`src/rtl/crc_check_rx_pkg.sv`:
```
// -----------------------------------------------------------------------------
// crc_check_rx_pkg
// Shared types for the serial CRC checker: the frame-level FSM state encoding.
// -----------------------------------------------------------------------------
package crc_check_rx_pkg;

    typedef enum logic [1:0] {
        ST_IDLE    = 2'd0,
        ST_PAYLOAD = 2'd1,
        ST_CHECK   = 2'd2,
        ST_DONE    = 2'd3
    } state_e;

endpackage : crc_check_rx_pkg

```
`src/rtl/crc_check_rx_comb.sv`:
```
// -----------------------------------------------------------------------------
// crc_comb
// Single-bit combinational CRC step, shared with the bit-serial generator.
//
// Ports:
//   crc_i        current CRC register
//   data_i       serial data bit
//   poly_i       generator polynomial
//   poly_size_i  polynomial size select (only bits enabled in MASK take effect)
//   crc_o        register value after absorbing data_i
// -----------------------------------------------------------------------------
module crc_comb #(
    parameter int                  CRC_SIZE = 8,
    parameter logic [CRC_SIZE-1:0] MASK     = 8'hff
) (
    input  logic [CRC_SIZE-1:0] crc_i,
    input  logic                data_i,
    input  logic [CRC_SIZE-1:0] poly_i,
    input  logic [CRC_SIZE-2:0] poly_size_i,
    output logic [CRC_SIZE-1:0] crc_o
);

    logic [CRC_SIZE-1:0] fb;
    logic [CRC_SIZE-2:0] clr;
    logic [CRC_SIZE-2:0] keep;

    always_comb begin
        fb = poly_i & {CRC_SIZE{crc_i[CRC_SIZE-1] ^ data_i}};
        // Size select is bit-reversed relative to the register: its MSB clears
        // register bit 0, shrinking the effective CRC from the bottom up.
        for (int i = 0; i < CRC_SIZE - 1; i++) begin
            clr[i] = poly_size_i[CRC_SIZE-2-i] & MASK[CRC_SIZE-2-i];
        end
        keep  = crc_i[CRC_SIZE-2:0] & ~clr;
        crc_o = {keep ^ fb[CRC_SIZE-1:1], fb[0]};
    end

endmodule : crc_comb

```
`src/rtl/crc_check_rx.sv`:
```
// -----------------------------------------------------------------------------
// crc_check_rx
// Receive-side serial CRC checker. Takes payload_len payload bits followed by
// CRC_SIZE transmitted CRC bits (MSB first), recomputes the CRC over the
// payload and reports pass/fail with a one-cycle done strobe.
//
// Ports:
//   clk, rst                 clock, asynchronous active-high reset
//   start                    frame start (sampled in IDLE only)
//   payload_len              payload bit count, latched at start
//   crc_init/crc_poly        register seed / polynomial, latched at start
//   crc_poly_size            polynomial size select, latched at start
//   abort                    abandon the frame in progress (no done)
//   bit_valid/bit_in         serial bit stream; beat = bit_valid & bit_ready
//   bit_ready                high in PAYLOAD and CHECK
//   busy                     frame in progress (PAYLOAD, CHECK, DONE)
//   done                     one-cycle result strobe
//   crc_ok/crc_err           sticky result of the last frame
//   crc_calc                 computed payload CRC
// -----------------------------------------------------------------------------
module crc_check_rx
    import crc_check_rx_pkg::*;
#(
    parameter int                  CRC_SIZE = 8,
    parameter logic [CRC_SIZE-1:0] MASK     = 8'hff,
    parameter int                  LEN_W    = 16
) (
    input  logic                clk,
    input  logic                rst,
    input  logic                start,
    input  logic [LEN_W-1:0]    payload_len,
    input  logic [CRC_SIZE-1:0] crc_init,
    input  logic [CRC_SIZE-1:0] crc_poly,
    input  logic [CRC_SIZE-2:0] crc_poly_size,
    input  logic                abort,
    input  logic                bit_valid,
    input  logic                bit_in,
    output logic                bit_ready,
    output logic                busy,
    output logic                done,
    output logic                crc_ok,
    output logic                crc_err,
    output logic [CRC_SIZE-1:0] crc_calc
);

    localparam int IDX_W = $clog2(CRC_SIZE);

    state_e              state_q, state_d;
    logic [LEN_W-1:0]    cnt_q, cnt_d;
    logic [CRC_SIZE-1:0] crc_q, crc_d;
    logic [CRC_SIZE-1:0] poly_q, poly_d;
    logic [CRC_SIZE-2:0] size_q, size_d;
    logic                mis_q, mis_d;
    logic                ok_q, ok_d;
    logic                err_q, err_d;

    logic [CRC_SIZE-1:0] crc_step;
    logic                beat;
    logic [IDX_W-1:0]    chk_idx;

    crc_comb #(
        .CRC_SIZE (CRC_SIZE),
        .MASK     (MASK)
    ) u_step (
        .crc_i       (crc_q),
        .data_i      (bit_in),
        .poly_i      (poly_q),
        .poly_size_i (size_q),
        .crc_o       (crc_step)
    );

    assign bit_ready = (state_q == ST_PAYLOAD) || (state_q == ST_CHECK);
    assign busy      = (state_q != ST_IDLE);
    assign done      = (state_q == ST_DONE);
    assign crc_ok    = ok_q;
    assign crc_err   = err_q;
    assign crc_calc  = crc_q;

    assign beat = bit_valid && bit_ready;
    // In CHECK the counter runs CRC_SIZE..1, so cnt-1 is the register bit that
    // the current (MSB-first) transmitted CRC bit must match.
    assign chk_idx = IDX_W'(cnt_q - LEN_W'(1));

    always_comb begin
        state_d = state_q;
        cnt_d   = cnt_q;
        crc_d   = crc_q;
        poly_d  = poly_q;
        size_d  = size_q;
        mis_d   = mis_q;
        ok_d    = ok_q;
        err_d   = err_q;

        unique case (state_q)
            ST_IDLE: begin
                if (start) begin
                    poly_d = crc_poly;
                    size_d = crc_poly_size;
                    crc_d  = crc_init;
                    mis_d  = 1'b0;
                    ok_d   = 1'b0;
                    err_d  = 1'b0;
                    if (payload_len != '0) begin
                        cnt_d   = payload_len;
                        state_d = ST_PAYLOAD;
                    end else begin
                        cnt_d   = LEN_W'(CRC_SIZE);
                        state_d = ST_CHECK;
                    end
                end
            end

            ST_PAYLOAD: begin
                if (abort) begin
                    state_d = ST_IDLE;
                end else if (beat) begin
                    crc_d = crc_step;
                    cnt_d = cnt_q - LEN_W'(1);
                    if (cnt_q == LEN_W'(1)) begin
                        cnt_d   = LEN_W'(CRC_SIZE);
                        state_d = ST_CHECK;
                    end
                end
            end

            ST_CHECK: begin
                if (abort) begin
                    state_d = ST_IDLE;
                end else if (beat) begin
                    mis_d = mis_q | (bit_in ^ crc_q[chk_idx]);
                    cnt_d = cnt_q - LEN_W'(1);
                    if (cnt_q == LEN_W'(1)) begin
                        // Result registers take the final mismatch so they are
                        // already valid in the DONE cycle.
                        ok_d    = ~mis_d;
                        err_d   = mis_d;
                        state_d = ST_DONE;
                    end
                end
            end

            ST_DONE: begin
                state_d = ST_IDLE;
            end

            default: begin
                state_d = ST_IDLE;
            end
        endcase
    end

    always_ff @(posedge clk or posedge rst) begin
        if (rst) begin
            state_q <= ST_IDLE;
            cnt_q   <= '0;
            crc_q   <= '0;
            poly_q  <= '0;
            size_q  <= '0;
            mis_q   <= 1'b0;
            ok_q    <= 1'b0;
            err_q   <= 1'b0;
        end else begin
            state_q <= state_d;
            cnt_q   <= cnt_d;
            crc_q   <= crc_d;
            poly_q  <= poly_d;
            size_q  <= size_d;
            mis_q   <= mis_d;
            ok_q    <= ok_d;
            err_q   <= err_d;
        end
    end

endmodule : crc_check_rx

```
`config.mk`:
```
export PLATFORM = sky130hd
export DESIGN_NAME = crc_check_rx
export DESIGN_NICKNAME = d
export VERILOG_FILES = /design/src/rtl/crc_check_rx_pkg.sv /design/src/rtl/crc_check_rx_comb.sv /design/src/rtl/crc_check_rx.sv
export SDC_FILE = /design/constraint.sdc
export NUM_CORES = 1
export LEC_CHECK = 0
export CORE_ASPECT_RATIO = 0.8
export CORE_MARGIN = 5
export CORE_UTILIZATION = 55
export DETAILED_ROUTE_END_ITERATION = 7
export PLACE_DENSITY = 0.9
export SYNTH_ARGS = -nofsm -noshare
export SYNTH_HDL_FRONTEND = slang
export SYNTH_SLANG_ARGS = --single-unit
export TNS_END_PERCENT = 5
```
`constraint.sdc`:
```
create_clock -name clk -period 4.5 [get_ports clk]
set_clock_uncertainty 0.15 [all_clocks]
set_input_delay 1.125 -clock clk [delete_from_list [all_inputs] [get_ports clk]]
set_output_delay 1.125 -clock clk [all_outputs]
set_load 0.02 [all_outputs]
```
==> out/results.tsv <==
stage	metric	value	unit
timing	worst_slack	1.082	ns
setup_path	path_max_fanout	13	
timing	rsz0062_at_grt	false	
timing	tns	0	ns
grt	grt_max_degree	24	
setup_path	slowest_stage	clkdlybuf4s50_1	
power	p_int	0.001435	W
finish	post-route-util	69.72	%
clock_tree	cts_tree	yes	
timing	setup_viol	0	
setup_path	crit_required	3.22	ns
worst_hold_path	min_path_type	reg2reg	
timing	hold_violations	0	
die	row_count	23	
die	die_y	73.39	um
synth	syn_inst	281	
die	die_x	89.24	um
place	io_buffers	57	
grt	grt_pass1_wl	11610	um
clock_tree	htreeDepth	2	
clock_tree	clk_path_buf_depth	2	
detailed_routing	drtAntennaViolNets	0	
clock_tree	clkSinkCount	44	
synth	synth-seq-cells	44	
synth	synth_nets	333	
synth	synth_enable_flop_cells	0	
detailed_routing	remaining_drc_errors	0	
timing	fmax	292.6	MHz
timing	layout_min_cycle_time	3.418	ns
synth	synth_seq_area_share	39.86	%
setup_path	crit_path_start_kind	register	
synth	yosysTopAreaCellShare	39.86	%
synth	synth_top_cell_by_area	dfrtp_1	
detailed_routing	post_drt_wl_per_cell	18.09	um
setup_path	critical_path_class	reg2out	
detailed_routing	drt_iter0_drc	301	
place	hpwl	5464	um
timing	tightest_slew	0.8801	ns
power	p_comb_share	60.2	%
flow_run	max_cap_viol_count	0	
power	seq_power_share	30.0	%
grt	grt_overflow	0	
clock_tree	clk-insertion-delay-late	0.30	ns
grt	grt_usage	23.16	%
die	dieArea	6549	um2
die	start_util	55.81	%
finish	insertedDiodeCount	0	
power	power_leakage	1.417	nW
synth	ys_top_cells_by_area	dfrtp_1, mux2_2, ha_1	
timing	slew_headroom	40.97	%
finish	finalInstanceArea	3451	um2
synth	yosysWarnings	0	
detailed_routing	drt_wl_total	7216	um
setup_path	worstPathCellList	inv_1 > ha_1 > clkdlybuf4s50_1	
finish	layout.nets	388	
power	total_power	0.002656	W
timing	period_share	75.95	%
grt	antenna_found_initial	0	
clock_tree	cts_setup_buffers	0	
setup_path	cp.arrival	2.14	ns
timing	slew_violations	0	
clock_tree	cts-resized-gates	0	
synth	yosysMostFrequentCell	dfrtp_1	
die	io-pin-count	58	
clock_tree	clk_pin_slew	0.08	ns
power	p_clk_share	9.8	%
clock_tree	numCtsBuffers	5	
setup_path	worst_path_largest_cell_delay	0.70	ns
power	p_per_area	769.6	nW/um2
die	core	4950	um2
clock_tree	ctsHoldBuffers	0	
place	place_ws	1.272	ns
power	swShare	45.98	%
synth	synth_area	2763	um2
grt	grt_pass1_vias	2347	
synth	syn_area_per_cell	9.831	um2
place	place.gp.congestion	0.9888	
detailed_routing	firstDrtPassIters	6	
synth	synth_commonest_cells	dfrtp_1, mux2_2, inv_1, nand2_1, a21oi_1	
synth	synth-async-reset-ratio	100.0	%
clock_tree	root_buffer	clkbuf_8	
status	status	finished, final reports clean	
finish	area_growth	24.91	%
power	ir_drop	0.0004581	V
power	p_sw	0.001221	W
detailed_routing	vias	2504	
finish	post_route_cells_drive_above_1_share	15.13	%
detailed_routing	vias_per_cell	6.276	
synth	synth-main-ff-cell	dfrtp_1	
setup_path	end_kind	output port	
place	placed_area	3357	um2
synth	ys_types	63	
[critical path: cells and delay by family (launching register included)]
kind | cells | cell delay (ns)
adder cells (fa/ha/maj) | 1 | 0.59
flip-flops | 1 | 0.46
buffers and inverters | 2 | 0.79
[metrics by stage]
stage,instances,hold slack (ns)
floorplan,281,0.2982
global placement,391,0.3133
detailed placement,391,0.3301
CTS,399,0.3483
global route,399,0.3629
finish,399,0.3478
[state kept, by name, indices dropped and copies added (netlist names)]
| register | count |
|---|---|
| cnt_q | 16 |
| crc_calc | 8 |
| crc_err | 1 |
| crc_ok | 1 |
| mis_q | 1 |
| poly_q | 8 |
| size_q | 7 |
| state_q | 2 |
[cell type report]
cell class              instances  area (um2)
flip-flops and latches         44        1101
well taps                      62       77.57
inverters                      21       78.83
repair buffers                 58       578.1
multi-input cells             206        1521
clock inverters                 1       7.507
fillers                       360        1499
clock buffers                   7       86.33
[final timing paths]
check	start	endpoint	slack [ns]	cells past startpoint
max reg2reg	state_q[0]	cnt_q[10]	1.68	7
max in group asynchronous	rst	cnt_q[0]	2.42	3
max	state_q[0]	bit_ready	1.08	3
min reg2reg	mis_q	mis_q	0.35	2
min in group asynchronous	rst	cnt_q[12]	1.05	2
min	mis_q	mis_q	0.35	2
[cells by family (layout without fill, tap and decap cells)]
group / count (synthesis) / in the layout / share of synthesized area (%)
multiplexers: 26 / 26 / 11.37
flip-flops: 44 / 44 / 39.86
buffers and inverters: 31 / 87 / 5.072
adder cells (fa/ha/maj): 7 / 7 / 3.170
XOR/XNOR: 11 / 11 / 3.487
AND/OR/NAND/NOR: 94 / 94 / 19.79
AO/OA/AOI/OAI: 68 / 68 / 17.26
[layer usage]
| metal | track usage, % | share of wire [%] | wire (um) |
|---|---|---|---|
| met2 | 37.69 | 48 | 3453 |
| met4 | 7.273 | 2.3 | 169 |
| met5 | 0 | 0 | 0 |
| met3 | 3.700 | 7.8 | 565 |
| met1 | 31.70 | 42 | 3027 |
[placed cells by master (no fill, tap or decap), types with 2 or more instances in the layout]
| cell type | n |
|---|---|
| nor3_1 | 5 |
| nand2_1 | 21 |
| o22ai_1 | 3 |
| clkdlybuf4s50_1 | 57 |
| nor4_1 | 4 |
| o32ai_1 | 4 |
| o211ai_1 | 2 |
| inv_1 | 20 |
| xnor2_1 | 10 |
| o21ai_1 | 7 |
| nand3_1 | 10 |
| nand4_1 | 4 |
| dfrtp_1 | 44 |
| mux4_2 | 2 |
| nor4b_1 | 2 |
| o21ai_0 | 9 |
| ha_1 | 7 |
| nor4_4 | 2 |
| mux2_2 | 23 |
| and3_1 | 2 |
| o211ai_2 | 2 |
| nor2_2 | 2 |
| a22oi_1 | 2 |
| nand2b_1 | 11 |
| clkbuf_8 | 6 |
| a41o_1 | 2 |
| o31ai_1 | 2 |
| a22o_1 | 3 |
| a21oi_1 | 17 |
| nor2_1 | 16 |
[power by group through the flow]
stage	clock [W]	sequential, W	combinational (W)
4_1_cts	0.000266	0.000788	0.00158
5_1_grt	0.000279	0.000819	0.00174
2_1_floorplan	0	0.000786	0.00117
6_report	0.000261	0.000796	0.00160
3_3_place_gp	0	0.000777	0.00151
3_5_place_dp	0	0.000794	0.00157
Power figures use the tool's default switching activity.
==> RTL change: new RTL, same settings <==
`CRC_SIZE` is set to 8 in 2 places; all go to 16.
--- a/src/rtl/crc_check_rx_comb.sv
+++ b/src/rtl/crc_check_rx_comb.sv
@@ -10,7 +10,7 @@
 //   crc_o        register value after absorbing data_i
 // -----------------------------------------------------------------------------
 module crc_comb #(
-    parameter int                  CRC_SIZE = 8,
+    parameter int                  CRC_SIZE = 16,
     parameter logic [CRC_SIZE-1:0] MASK     = 8'hff
 ) (
     input  logic [CRC_SIZE-1:0] crc_i,
--- a/src/rtl/crc_check_rx.sv
+++ b/src/rtl/crc_check_rx.sv
@@ -21,7 +21,7 @@
 module crc_check_rx
     import crc_check_rx_pkg::*;
 #(
-    parameter int                  CRC_SIZE = 8,
+    parameter int                  CRC_SIZE = 16,
     parameter logic [CRC_SIZE-1:0] MASK     = 8'hff,
     parameter int                  LEN_W    = 16
 ) (
Interface: changed (resized crc_calc, crc_init, crc_poly and crc_poly_size); port bits go from 58 to 90. The function was not compared with the original's and may differ.
==> RTL change against the unedited design <==
- synthesized area increased by 27%
- critical path type unchanged
- final cell count increased by 33%
- design area increased by 32%
- wire length increased by 32%
- worst setup slack improved by 98 ps
- global-route usage increased by 1.9 points
- power increased by 32%
- sequential cell count increased by 17
==> RTL change: results (changes against the unedited design) <==
[sta]
max_slew_margin=0.292  ; was 0.410

[clocking]
cts_buffers=9  ; was 5
clkTransAtPathRegs_ps=70
htreeDepth=3  ; was 2

[grt]
grt_use_met2=0.435  ; was 0.377
use_met3=0.0781  ; was 0.0370
grt_pass1_wl_um=15700  ; was 11,600 um
grt_usage=0.250  ; was 0.232
grt_use_met1=0.295  ; was 0.317
grt_max_degree=34  ; was 24

[setup_path]
crit_arrival_ps=2040  ; was 2140 ps
cpPeakStageDelay_ps=680  ; was 700 ps
cp_max_fo=9  ; was 13

[pwr]
irDropWorstVdd_mv=0.404  ; was 0.458 mV
p_leak_nw=1.90  ; was 1.42 nW

[place]
place_hpwl_um=6810  ; was 5460 um
place_area_sq_um=4370  ; was 3360 sq um
portBuffers=82  ; was 57
globalplace.congestion=0.861  ; was 0.989
pre_cts_slack_ps=1040  ; was 1270 ps
place_inst=515  ; was 391

[synthesis]
synth_cell_type_count=55  ; was 63
yosysSeqAreaShare=0.436  ; was 0.399
syn-num-nets=440  ; was 333
synth_area_leaders=dfrtp_1, mux2_2, o21ai_0  ; was dfrtp_1, mux2_2, ha_1
syn_inst=364  ; was 281
ys_top_cells_by_count=dfrtp_1, nand2_1, o21ai_0  ; was dfrtp_1, mux2_2, inv_1, nand2_1, a21oi_1

[routing]
via_count=3177  ; was 2,504
met2WireLength_um=4720  ; was 3450 um
m1WireLength_um=3820  ; was 3030 um
drt_iter0_markers=350  ; was 301
met3WireLength_um=770  ; was 565 um
routed_wl_um=9540  ; was 7220 um

[cells_and_area]
drive_gt1_frac=0.107  ; was 0.151
final_cell_count_no_fill=531  ; was 399

[run_status]
status=finished clean  ; unchanged

-- RTL change: changes by cell type after synthesis, moves of 4 or more --
cell and delta:
clkbuf_1 +9, xor2_1 +8, o21ai_1 -4, o21ai_0 +26, nand3_1 -6, inv_1 -7
nand2_1 +25, a21oi_1 +8, nor3_1 +4, mux4_1 +4, nor2_1 +10, dfrtp_1 +17
-- RTL change: final cells by class --
class	count	area (sq um)	area share
clock buffers	11	141	0.0310
clock inverters	5	58.8	0.0129
inverters	14	52.6	0.0115
multi-input cells	270	1830	0.401
flip-flops and latches	61	1530	0.334
well taps	84	105	0.0230
repair buffers	86	851	0.186
-- RTL change: report_power, final --
| part | internal, mW | switching (mW) |
|---|---|---|
| registers | 0.817 | 0.252 |
| logic | 0.886 | 1.06 |
| clock network | 0.272 | 0.220 |
| total | 1.97 | 1.53 |
-- RTL change: worst paths after layout --
check,start,to,slack (ps),cells after the start
worst min register to register,crc_err,crc_err,340,2
worst max-delay path,state_q[0],bit_ready,1180,3
worst max register to register,state_q[0],cnt_q[2],1600,8
max in group asynchronous,rst,crc_calc[14],2290,3
min in group asynchronous,rst,size_q[4],1070,2
worst min-delay path,crc_err,crc_err,340,2
-- RTL change: worst register-to-register path, delay by kind of cell (launching register included) --
family	cells	cell delay (ps)
buf+inv	2	460
simple gates	3	750
fa+ha+maj	1	500
compound gates	2	550
flops	1	430
-- RTL change: cells by family (layout without fill, tap and decap cells) --
kind of cell | after synthesis | count (layout) | synth area share
AOI/OAI and AO/OA | 95 | 95 | 0.167
xor gates and xnor gates | 20 | 20 | 0.0522
adders and majority gates | 7 | 7 | 0.0250
buffers and inverters | 33 | 116 | 0.0411
DFF | 61 | 61 | 0.436
muxes | 29 | 29 | 0.114
and+or+nand+nor | 119 | 119 | 0.165
